**config.mk**
```make
export PLATFORM = sky130hd
export DESIGN_NAME = pcie_rs_hip_seq
export DESIGN_NICKNAME = d
export VERILOG_FILES = /design/src/rtl/pcie_rs_pkg.sv /design/src/rtl/pcie_rs_sync2.sv /design/src/rtl/pcie_rs_hip_seq.sv
export SDC_FILE = /design/constraint.sdc
export NUM_CORES = 1
export LEC_CHECK = 0
export BUFFER_PORTS_ARGS = -buffer_cell sky130_fd_sc_hd__buf_2
export CELL_PAD_IN_SITES_DETAIL_PLACEMENT = 2
export CELL_PAD_IN_SITES_GLOBAL_PLACEMENT = 2
export CORE_UTILIZATION = 37
export DETAILED_ROUTE_END_ITERATION = 10
export PLACE_DENSITY = 0.85
export SYNTH_ARGS = -nofsm -noshare
export SYNTH_HDL_FRONTEND = slang
export SYNTH_SLANG_ARGS = --single-unit
```
**constraint.sdc**
```tcl
create_clock -name pld_clk -period 2.2 [get_ports pld_clk]
set_input_delay 0.11 -clock pld_clk [delete_from_list [all_inputs] [get_ports pld_clk]]
set_output_delay 0.11 -clock pld_clk [all_outputs]
set_load 0.02 [all_outputs]
```
**src/rtl/pcie_rs_pkg.sv**
```systemverilog
// Shared types and constants for the PCIe HIP reset sequencer.
// Optional build macro: PCIE_RS_SIM_SHORTCUT_EN (see pcie_rs_hip_seq).
package pcie_rs_pkg;

  typedef enum logic [1:0] {
    HOLD    = 2'd0,
    RELEASE = 2'd1,
    RUN     = 2'd2
  } rs_state_t;

  localparam int CAUSE_DLUP   = 0;
  localparam int CAUSE_HOTRST = 1;
  localparam int CAUSE_L2     = 2;
  localparam int CAUSE_LTSSM  = 3;

  localparam logic [4:0] LTSSM_EXIT_DEF = 5'h10;

endpackage

```
**src/rtl/pcie_rs_sync2.sv**
```systemverilog
// Two-flop reset synchroniser: async assert, sync deassert.
// Reusable by other HIP wrappers.
module pcie_rs_sync2 (
  input  logic pld_clk,
  input  logic npor,
  output logic rstn
);

  logic meta;

  // shift a constant 1 through two flops once npor is released
  always_ff @(posedge pld_clk or negedge npor) begin
    if (!npor) begin
      meta <= 1'b0;
      rstn <= 1'b0;
    end else begin
      meta <= 1'b1;
      rstn <= meta;
    end
  end

endmodule

```
**src/rtl/pcie_rs_hip_seq.sv**
```systemverilog
// Reset sequencer for the PCIe hard IP: hold, staggered release, exit log.
// Optional build macro: PCIE_RS_SIM_SHORTCUT_EN (test_sim shortens hold).
module pcie_rs_hip_seq
  import pcie_rs_pkg::*;
#(
  parameter int         CNT_W       = 11,
  parameter int         HOLD_CYCLES = 1024,
  parameter int         REARM_START = 1008,
  parameter int         SIM_HOLD    = 32,
  parameter int         NUM_APP     = 2,
  parameter int         STAGGER     = 4,
  parameter logic [4:0] LTSSM_EXIT  = LTSSM_EXIT_DEF
) (
  input  logic               pld_clk,
  input  logic               npor,
  input  logic               dlup_exit,
  input  logic               hotrst_exit,
  input  logic               l2_exit,
  input  logic [4:0]         ltssm,
  input  logic               test_sim,
  input  logic               cause_clr,
  output logic               crst,
  output logic               srst,
  output logic [NUM_APP-1:0] app_rstn,
  output logic               rst_busy,
  output logic [3:0]         exit_cause,
  output logic [7:0]         exit_count
);

  localparam int IDX_W = $clog2(NUM_APP + 1);
  localparam int STG_W = $clog2(STAGGER + 2);

  logic any_rstn_rr;

  pcie_rs_sync2 u_sync (
    .pld_clk (pld_clk),
    .npor    (npor),
    .rstn    (any_rstn_rr)
  );

  logic       dlup_r;
  logic       hotrst_r;
  logic       l2_r;
  logic [4:0] ltssm_r;
  logic [3:0] evt_cause;
  logic       exit_evt;

  // register exit inputs, then decode event and its cause bits
  always_ff @(posedge pld_clk or negedge any_rstn_rr) begin
    if (!any_rstn_rr) begin
      dlup_r    <= 1'b1;
      hotrst_r  <= 1'b1;
      l2_r      <= 1'b1;
      ltssm_r   <= '0;
      evt_cause <= '0;
      exit_evt  <= 1'b0;
    end else begin
      dlup_r                 <= dlup_exit;
      hotrst_r               <= hotrst_exit;
      l2_r                   <= l2_exit;
      ltssm_r                <= ltssm;
      evt_cause[CAUSE_DLUP]   <= ~dlup_r;
      evt_cause[CAUSE_HOTRST] <= ~hotrst_r;
      evt_cause[CAUSE_L2]     <= ~l2_r;
      evt_cause[CAUSE_LTSSM]  <= (ltssm_r == LTSSM_EXIT);
      exit_evt <= ~dlup_r | ~hotrst_r | ~l2_r
                | (ltssm_r == LTSSM_EXIT);
    end
  end

  logic [CNT_W-1:0] term;

`ifdef PCIE_RS_SIM_SHORTCUT_EN
  // simulation shortcut shortens the hold interval
  always_comb begin
    term = test_sim ? CNT_W'(SIM_HOLD) : CNT_W'(HOLD_CYCLES);
  end
`else
  logic test_sim_unused;
  assign test_sim_unused = test_sim;

  // terminal count is fixed in normal builds
  always_comb begin
    term = CNT_W'(HOLD_CYCLES);
  end
`endif

  rs_state_t        state_q, state_d;
  logic [CNT_W-1:0] cnt_q, cnt_d;
  logic [IDX_W-1:0] idx_q, idx_d;
  logic [STG_W-1:0] stg_q, stg_d;
  logic             crst0_q, crst0_d;
  logic             srst0_q, srst0_d;
  logic [NUM_APP-1:0] app0_q, app0_d;
  logic [3:0]       cause_q, cause_d;
  logic [7:0]       count_q, count_d;

  // sequencer and exit-record state registers
  always_ff @(posedge pld_clk or negedge any_rstn_rr) begin
    if (!any_rstn_rr) begin
      state_q <= HOLD;
      cnt_q   <= '0;
      idx_q   <= '0;
      stg_q   <= '0;
      crst0_q <= 1'b1;
      srst0_q <= 1'b1;
      app0_q  <= '0;
      cause_q <= '0;
      count_q <= '0;
    end else begin
      state_q <= state_d;
      cnt_q   <= cnt_d;
      idx_q   <= idx_d;
      stg_q   <= stg_d;
      crst0_q <= crst0_d;
      srst0_q <= srst0_d;
      app0_q  <= app0_d;
      cause_q <= cause_d;
      count_q <= count_d;
    end
  end

  // next state: hold, staggered release; exit event overrides all
  always_comb begin
    state_d = state_q;
    cnt_d   = cnt_q;
    idx_d   = idx_q;
    stg_d   = stg_q;
    crst0_d = crst0_q;
    srst0_d = srst0_q;
    app0_d  = app0_q;
    cause_d = cause_q;
    count_d = count_q;

    unique case (state_q)
      HOLD: begin
        if (cnt_q >= term) begin
          crst0_d = 1'b0;
          srst0_d = 1'b0;
          idx_d   = '0;
          stg_d   = STG_W'(STAGGER);
          if (STAGGER == 0 || NUM_APP == 1) begin
            app0_d  = '1;
            state_d = RUN;
          end else begin
            app0_d  = app0_q | NUM_APP'(1);
            state_d = RELEASE;
          end
        end else begin
          cnt_d = cnt_q + 1'b1;
        end
      end
      RELEASE: begin
        if (int'(idx_q) >= NUM_APP - 1) begin
          state_d = RUN;
        end else if (stg_q == '0) begin
          app0_d = app0_q
                 | (NUM_APP'(1) << (int'(idx_q) + 1));
          idx_d  = idx_q + 1'b1;
          stg_d  = STG_W'(STAGGER);
        end else begin
          stg_d = stg_q - 1'b1;
        end
      end
      RUN: begin
      end
      default: state_d = HOLD;
    endcase

    if (exit_evt) begin
      state_d = HOLD;
      cnt_d   = CNT_W'(REARM_START);
      idx_d   = '0;
      stg_d   = '0;
      crst0_d = 1'b1;
      srst0_d = 1'b1;
      app0_d  = '0;
      cause_d = (cause_clr ? 4'h0 : cause_q) | evt_cause;
      if (cause_clr) count_d = 8'd1;
      else if (count_q != 8'hFF) count_d = count_q + 8'd1;
    end else if (cause_clr) begin
      cause_d = '0;
      count_d = '0;
    end
  end

  // one output register stage on every reset output
  always_ff @(posedge pld_clk or negedge any_rstn_rr) begin
    if (!any_rstn_rr) begin
      crst     <= 1'b1;
      srst     <= 1'b1;
      app_rstn <= '0;
    end else begin
      crst     <= crst0_q;
      srst     <= srst0_q;
      app_rstn <= app0_q;
    end
  end

  assign rst_busy   = crst | ~&app_rstn;
  assign exit_cause = cause_q;
  assign exit_count = count_q;

endmodule
```
Word-level counts from Yosys, hierarchy flattened --
Index checks and enable logic that the tools add are counted. W data, S select, Z words.
Word-level totals: register bits after elaboration 51, input port bits 12, output and inout port bits 17, word-level logic and storage cells 97
Cells by class: add/sub/neg operators 5, order comparisons 2, eq/ne operators 12, shifts and indexed selects 1, multiplexer cells 31, bitwise logic cells 9, reductions and logical operators 18
Operator list (number):
- $mux W11 | 3
- $mux W8 | 4
- $mux W2 | 10
- $mux W3 | 4
- $ne A3 B3 Y1 const B | 4
- $reduce_bool A2 Y1 | 6
- $add A11 B1 Y11 const B | 1
- $ge A11 B11 Y1 const B | 1
- $add A8 B1 Y8 const B | 1
- $mux W4 | 2
- $ne A2 B2 Y1 const B | 4
- $ne A8 B8 Y1 const B | 1
- $pmux W2 S2 | 2
- $reduce_and A2 Y1 | 4
- $reduce_and A4 Y1 | 2
- $pmux W2 S3 | 1
- $pmux W3 S2 | 1
- $reduce_and A3 Y1 | 2
- $eq A5 B5 Y1 const B | 1
- $mux W1 | 4
- $or A1 B1 Y1 | 4
- $or A4 B4 Y4 | 1
- $add A2 B1 Y3 const B | 1
- $logic_not A3 Y1 | 1
- 11 further kinds | 13

Longest topological paths before layout --
depth in word-level cells 7, gate-level depth with buffers 5, mapped depth without buffers 5

By module --
From an unflattened synthesis, not the netlist that was laid out.
Second synthesis, totals: cells, all modules 208, area total of the unflattened synthesis 2254.7 um^2
By module, submodules not included:
- pcie_rs_hip_seq | instances 1, cells each 205, area an instance 2200.9 um^2, sequential area each 1232.4 um^2
- pcie_rs_sync2 | instances 1, cells each 3, area an instance 53.8 um^2, sequential area each 50.0 um^2

Worst setup path after synthesis --
Ideal clock, no wire load.
kind flip-flop to flip-flop, from reg cnt_q[0], to reg cnt_q[8], library setup time 0.069 ns, arrival 1.568 ns, setup slack 0.563 ns, stages on the path, launching flop included 6, period minus slack after synthesis 1.637 ns, cell sequence dfrtp_1 ha_1 or4b_1 clkbuf_2 or4_1 nand3_1
Between the ends: word-level cells in the longest chain between the ends 4
Ends and longest elaborated chain:
- start: declaration | RTL line pcie_rs_hip_seq.sv:89 | logic [CNT_W-1:0] cnt_q, cnt_d;
- start signal: assignment | RTL line pcie_rs_hip_seq.sv:112 | cnt_q <= cnt_d;
- $add A11 B1 Y11 | RTL line pcie_rs_hip_seq.sv:150 | cnt_d = cnt_q + 1'b1;
- $mux W11 | RTL line pcie_rs_hip_seq.sv:137 | if (cnt_q >= term) begin
- $mux W11 | RTL line pcie_rs_hip_seq.sv:135 | unique case (state_q)
- $mux W11 | RTL line pcie_rs_hip_seq.sv:170 | if (exit_evt) begin
Several ways; a longest one is shown, not always the timed one. The select of a mux whose other input is x is not followed. A chain may end at the register's enable or synchronous reset.

Worst setup path after layout --
from reg idx_q[0], to reg idx_q[1]
Between the ends: word-level cells in the longest chain between the ends 5
Ends and longest elaborated chain:
- start: declaration | RTL line pcie_rs_hip_seq.sv:90 | logic [IDX_W-1:0] idx_q, idx_d;
- start signal: assignment | RTL line pcie_rs_hip_seq.sv:113 | idx_q <= idx_d;
- $add A2 B1 Y2 | RTL line pcie_rs_hip_seq.sv:159 | idx_d = idx_q + 1'b1;
- $mux W2 | RTL line pcie_rs_hip_seq.sv:156 | end else if (stg_q == '0) begin
- $mux W2 | RTL line pcie_rs_hip_seq.sv:154 | if (int'(idx_q) >= NUM_APP - 1) begin
- $pmux W2 S2 | RTL line pcie_rs_hip_seq.sv:135
- $mux W2 | RTL line pcie_rs_hip_seq.sv:170
Several ways; a longest one is shown, not always the timed one. The select of a mux whose other input is x is not followed.

==> impl_metrics.csv <==
group,metric,value,unit
grt,grt_pass1_wl,10110,um
floorplanning,dieArea,0.006292,mm^2
detailed_routing,routed.top_layer,"met4",
clock_tree,cts.path.max_buffers,2,
yosys,synth_area_leaders,"dfrtp_1 (52%), dfstp_2 (5.9%), ha_1 (3.4%)",
pwr,p_per_area,685.9,mW/mm^2
sta,holdWs,81.59,ps
grt,grt_max_degree,25,
sta,finalClockSkew,8.753,ps
worst_hold_path,hold_start,"cause_clr",
yosys,synth_edf_count,0,
sta,hold_viol_final,0,
setup_path,reg2reg_depth,5,
setup_path,reg2reg_setup_slack,250,ps
setup_path,r2r_start,"idx_q[0]$_DFFE_PN0P_",
cells_and_area,drive_gt1_share,19.17,%
floorplanning,rows,27,
sta,period_minus_slack,1952,ps
sta,rsz0062_at_grt,"false",
sta,setup-tns-final,0,ps
yosys,yosys_most_used_dff,"dfrtp_1",
yosys,synth_sequential_area_ratio,57.98,%
floorplanning,dieWidth,79.32,um
sta,fmax,0.5123,GHz
grt,overflow,0,
cells_and_area,most-common-layout-cells,"dfrtp_1 (45), buf_2 (27), inv_1 (14)",
detailed_routing,wl,6089,um
setup_path,cp-end-kind,"flop",
sta,worst_pin_slew,780.3,ps
grt,grt_usage,21.70,%
setup_path,critical_path_class,"reg -> reg",
detailed_routing,drcViolationCount,0,
clock_tree,cts_tree,"built",
clock_tree,clock-root-buffer,"clkbuf_8",
yosys,ys_warn_count,0,
clock_tree,clk_latency,310,ps
detailed_routing,drt-wirelength-per-cell,19.52,um
setup_path,path_cells,"inv_1 -> ha_1 -> mux2i_1 -> o21ai_0 -> a31oi_1",
setup_path,critical_path_required,2410,ps
detailed_routing,wl_met2,3306,um
yosys,synth_cells,201,
floorplanning,core_area,0.005642,mm^2
setup_path,path_max_fanout,9,
detailed_routing,via_count,1713,
placed_design,gp_congestion,0.7780,
yosys,synth_async_sr_flop_share,100.0,%
placed_design,port_buffers,27,
cells_and_area,syn2layout_area_growth,19.57,%
floorplanning,floorplan.initialDensity,39.21,%
sta,setup_viol,0,
setup_path,crit_end,"idx_q[1]$_DFFE_PN0P_",
sta,maxSlewViolCount,0,
clock_tree,clkSlewWorstSetupHoldPaths,100,ps
floorplanning,die_h,79.32,um
placed_design,dp_hpwl,4258,um
yosys,syn_nets,219,
yosys,yosysTopAreaCell,"dfrtp_1",
placed_design,dpl_worst_slack,357.2,ps
sta,slew_headroom,46.49,%
clock_tree,htree_levels,2,
grt,antenna_found_initial,0,
detailed_routing,first_iter_violations,38,
setup_path,arrival,2160,ps
cells_and_area,antenna_cells,0,
clock_tree,cts_made_buffers,5,
setup_path,slowest_stage,"mux2i_1",
detailed_routing,wl_met3,121,um
detailed_routing,dr.pass1.iters,4,
cells_and_area,final_common_cell,"dfrtp_1",
pwr,peakVddDrop,0.0003440,V
setup_path,worst_path_largest_cell_delay,630,ps
detailed_routing,drtAntennaViolNets,0,
setup_path,startpoint,"idx_q[0]$_DFFE_PN0P_",
sta,period_share,88.73,%
cells_and_area,layout.nets,257,
yosys,ys_ff_latch,51,
sta,layout_setup_ws,248.0,ps
yosys,synthesis.area,0.002212,mm^2
floorplanning,ios,29,
cells_and_area,fin_util,46.88,%
yosys,synth.distinct_cells,46,
setup_path,r2r-end,"idx_q[1]$_DFFE_PN0P_",
yosys,synth_top_area_share,52.04,%
yosys,avgSynthCellArea,11.01,um^2
status,outcome,"finished, final reports clean",
grt,grt_pass1_vias,1916,
pwr,p_leak,1.131,nW
clock_tree,cts_setup_buffers,0,
pwr,power,1.814,mW
worst_hold_path,hold_path_class,"in -> reg",
clock_tree,postCtsResizedCells,0,
detailed_routing,drt-vias-per-instance,5.490,
setup_path,start_kind,"flop",
detailed_routing,m1WireLength,2583,um
job,max_cap_viol_count,0,
clock_tree,clkSinkCount,51,
-- synthesized netlist by cell type, types with 2 or more instances --
| cell type | n |
|---|---|
| a211o_1 | 2 |
| a211oi_1 | 4 |
| a21oi_1 | 9 |
| a22o_1 | 4 |
| a31oi_1 | 2 |
| a41oi_1 | 2 |
| and3_1 | 2 |
| clkbuf_1 | 8 |
| dfrtp_1 | 46 |
| dfstp_2 | 5 |
| ha_1 | 6 |
| inv_1 | 14 |
| mux2i_1 | 4 |
| nand2_1 | 13 |
| nand3_1 | 6 |
| nand3b_1 | 3 |
| nand4_1 | 5 |
| nand4b_1 | 2 |
| nor2_1 | 8 |
| nor2b_1 | 3 |
| nor3_1 | 5 |
| nor3b_1 | 3 |
| nor4_1 | 4 |
| o21a_1 | 2 |
| o21ai_0 | 10 |
| o21bai_1 | 2 |
| o31ai_1 | 2 |
| or3_1 | 3 |
| or4_1 | 3 |
| or4b_1 | 2 |
| xnor2_1 | 2 |
-- cell type report --
| cell class | instances | area, um^2 |
|---|---|---|
| clock buffer | 6 | 82.58 |
| inverter | 14 | 52.55 |
| tap | 72 | 90.09 |
| multi-input combinational | 126 | 834.6 |
| clock inverter | 2 | 38.79 |
| sequential | 51 | 1284 |
| fill | 576 | 2997 |
| timing repair buffer | 41 | 262.8 |
-- registers in the layout, summed over array words and instances (netlist names) --
| name | count |
|---|---|
| u_sync.meta | 1 |
| cnt_q | 11 |
| idx_q | 2 |
| app0_q | 2 |
| dlup_r | 1 |
| srst | 1 |
| u_sync.rstn | 1 |
| l2_r | 1 |
| ltssm_r | 5 |
| stg_q | 3 |
| exit_cause | 4 |
| evt_cause | 4 |
| hotrst_r | 1 |
| exit_evt | 1 |
| state_q | 2 |
| srst0_q | 1 |
| exit_count | 8 |
| app_rstn | 2 |
-- routing by layer --
metal  track usage (%)  vias up
met4             5.818        0
met5                 0        -
li1                  -      801
met3             4.253        8
met2             39.57       22
met1             25.81      882
-- power by group --
group          leakage (nW)  switching [mW]  internal (mW)
logic                 0.448          0.0687         0.0471
clock network        0.0618           0.324          0.374
registers             0.621          0.0332          0.967
total                  1.13           0.426           1.39
-- kinds of logic (layout without fill, tap and decap cells) --
family	after synthesis	after routing	synth area share, %
flip-flops	51	51	57.98
XOR/XNOR	2	2	0.7920
multiplexers	4	4	1.810
adder cells (fa/ha/maj)	6	6	3.394
other	1	1	0.1695
AND/OR/NAND/NOR	70	70	18.55
AO/OA/AOI/OAI	43	43	13.01
buffers and inverters	24	63	4.299
-- metrics by stage --
| step | cell area, um^2 | std cells |
|---|---|---|
| final | 2645 | 312 |
| after global routing | 2645 | 312 |
| after CTS | 2645 | 312 |
| after detailed placement | 2434 | 295 |
| after global placement | 2434 | 295 |
| after floorplan | 2212 | 201 |
-- worst max-delay path, delay by kind of cell, from the launching register on --
kind | cells | cell delay, ps
mux | 1 | 630
compound gates | 2 | 480
flops | 1 | 430
fa+ha+maj | 1 | 220
buf+inv | 1 | 90
-- worst min-delay path by stage --
stage	end	cells past startpoint
CTS	exit_count[2]$_DFFE_PN0P_	2
global route	exit_count[4]$_DFFE_PN0P_	2
global placement	u_sync.meta$_DFF_PN0_	1
floorplan	u_sync.meta$_DFF_PN0_	0
detailed placement	u_sync.meta$_DFF_PN0_	1
finish	exit_count[3]$_DFFE_PN0P_	2
-- repair_timing --
action                                  4_1_cts  5_1_grt
hold buffers                                  9        0
hold endpoints to repair                     10        0
endpoints found under the setup margin        0        0
Note: power is estimated with default switching activity, not from simulation.
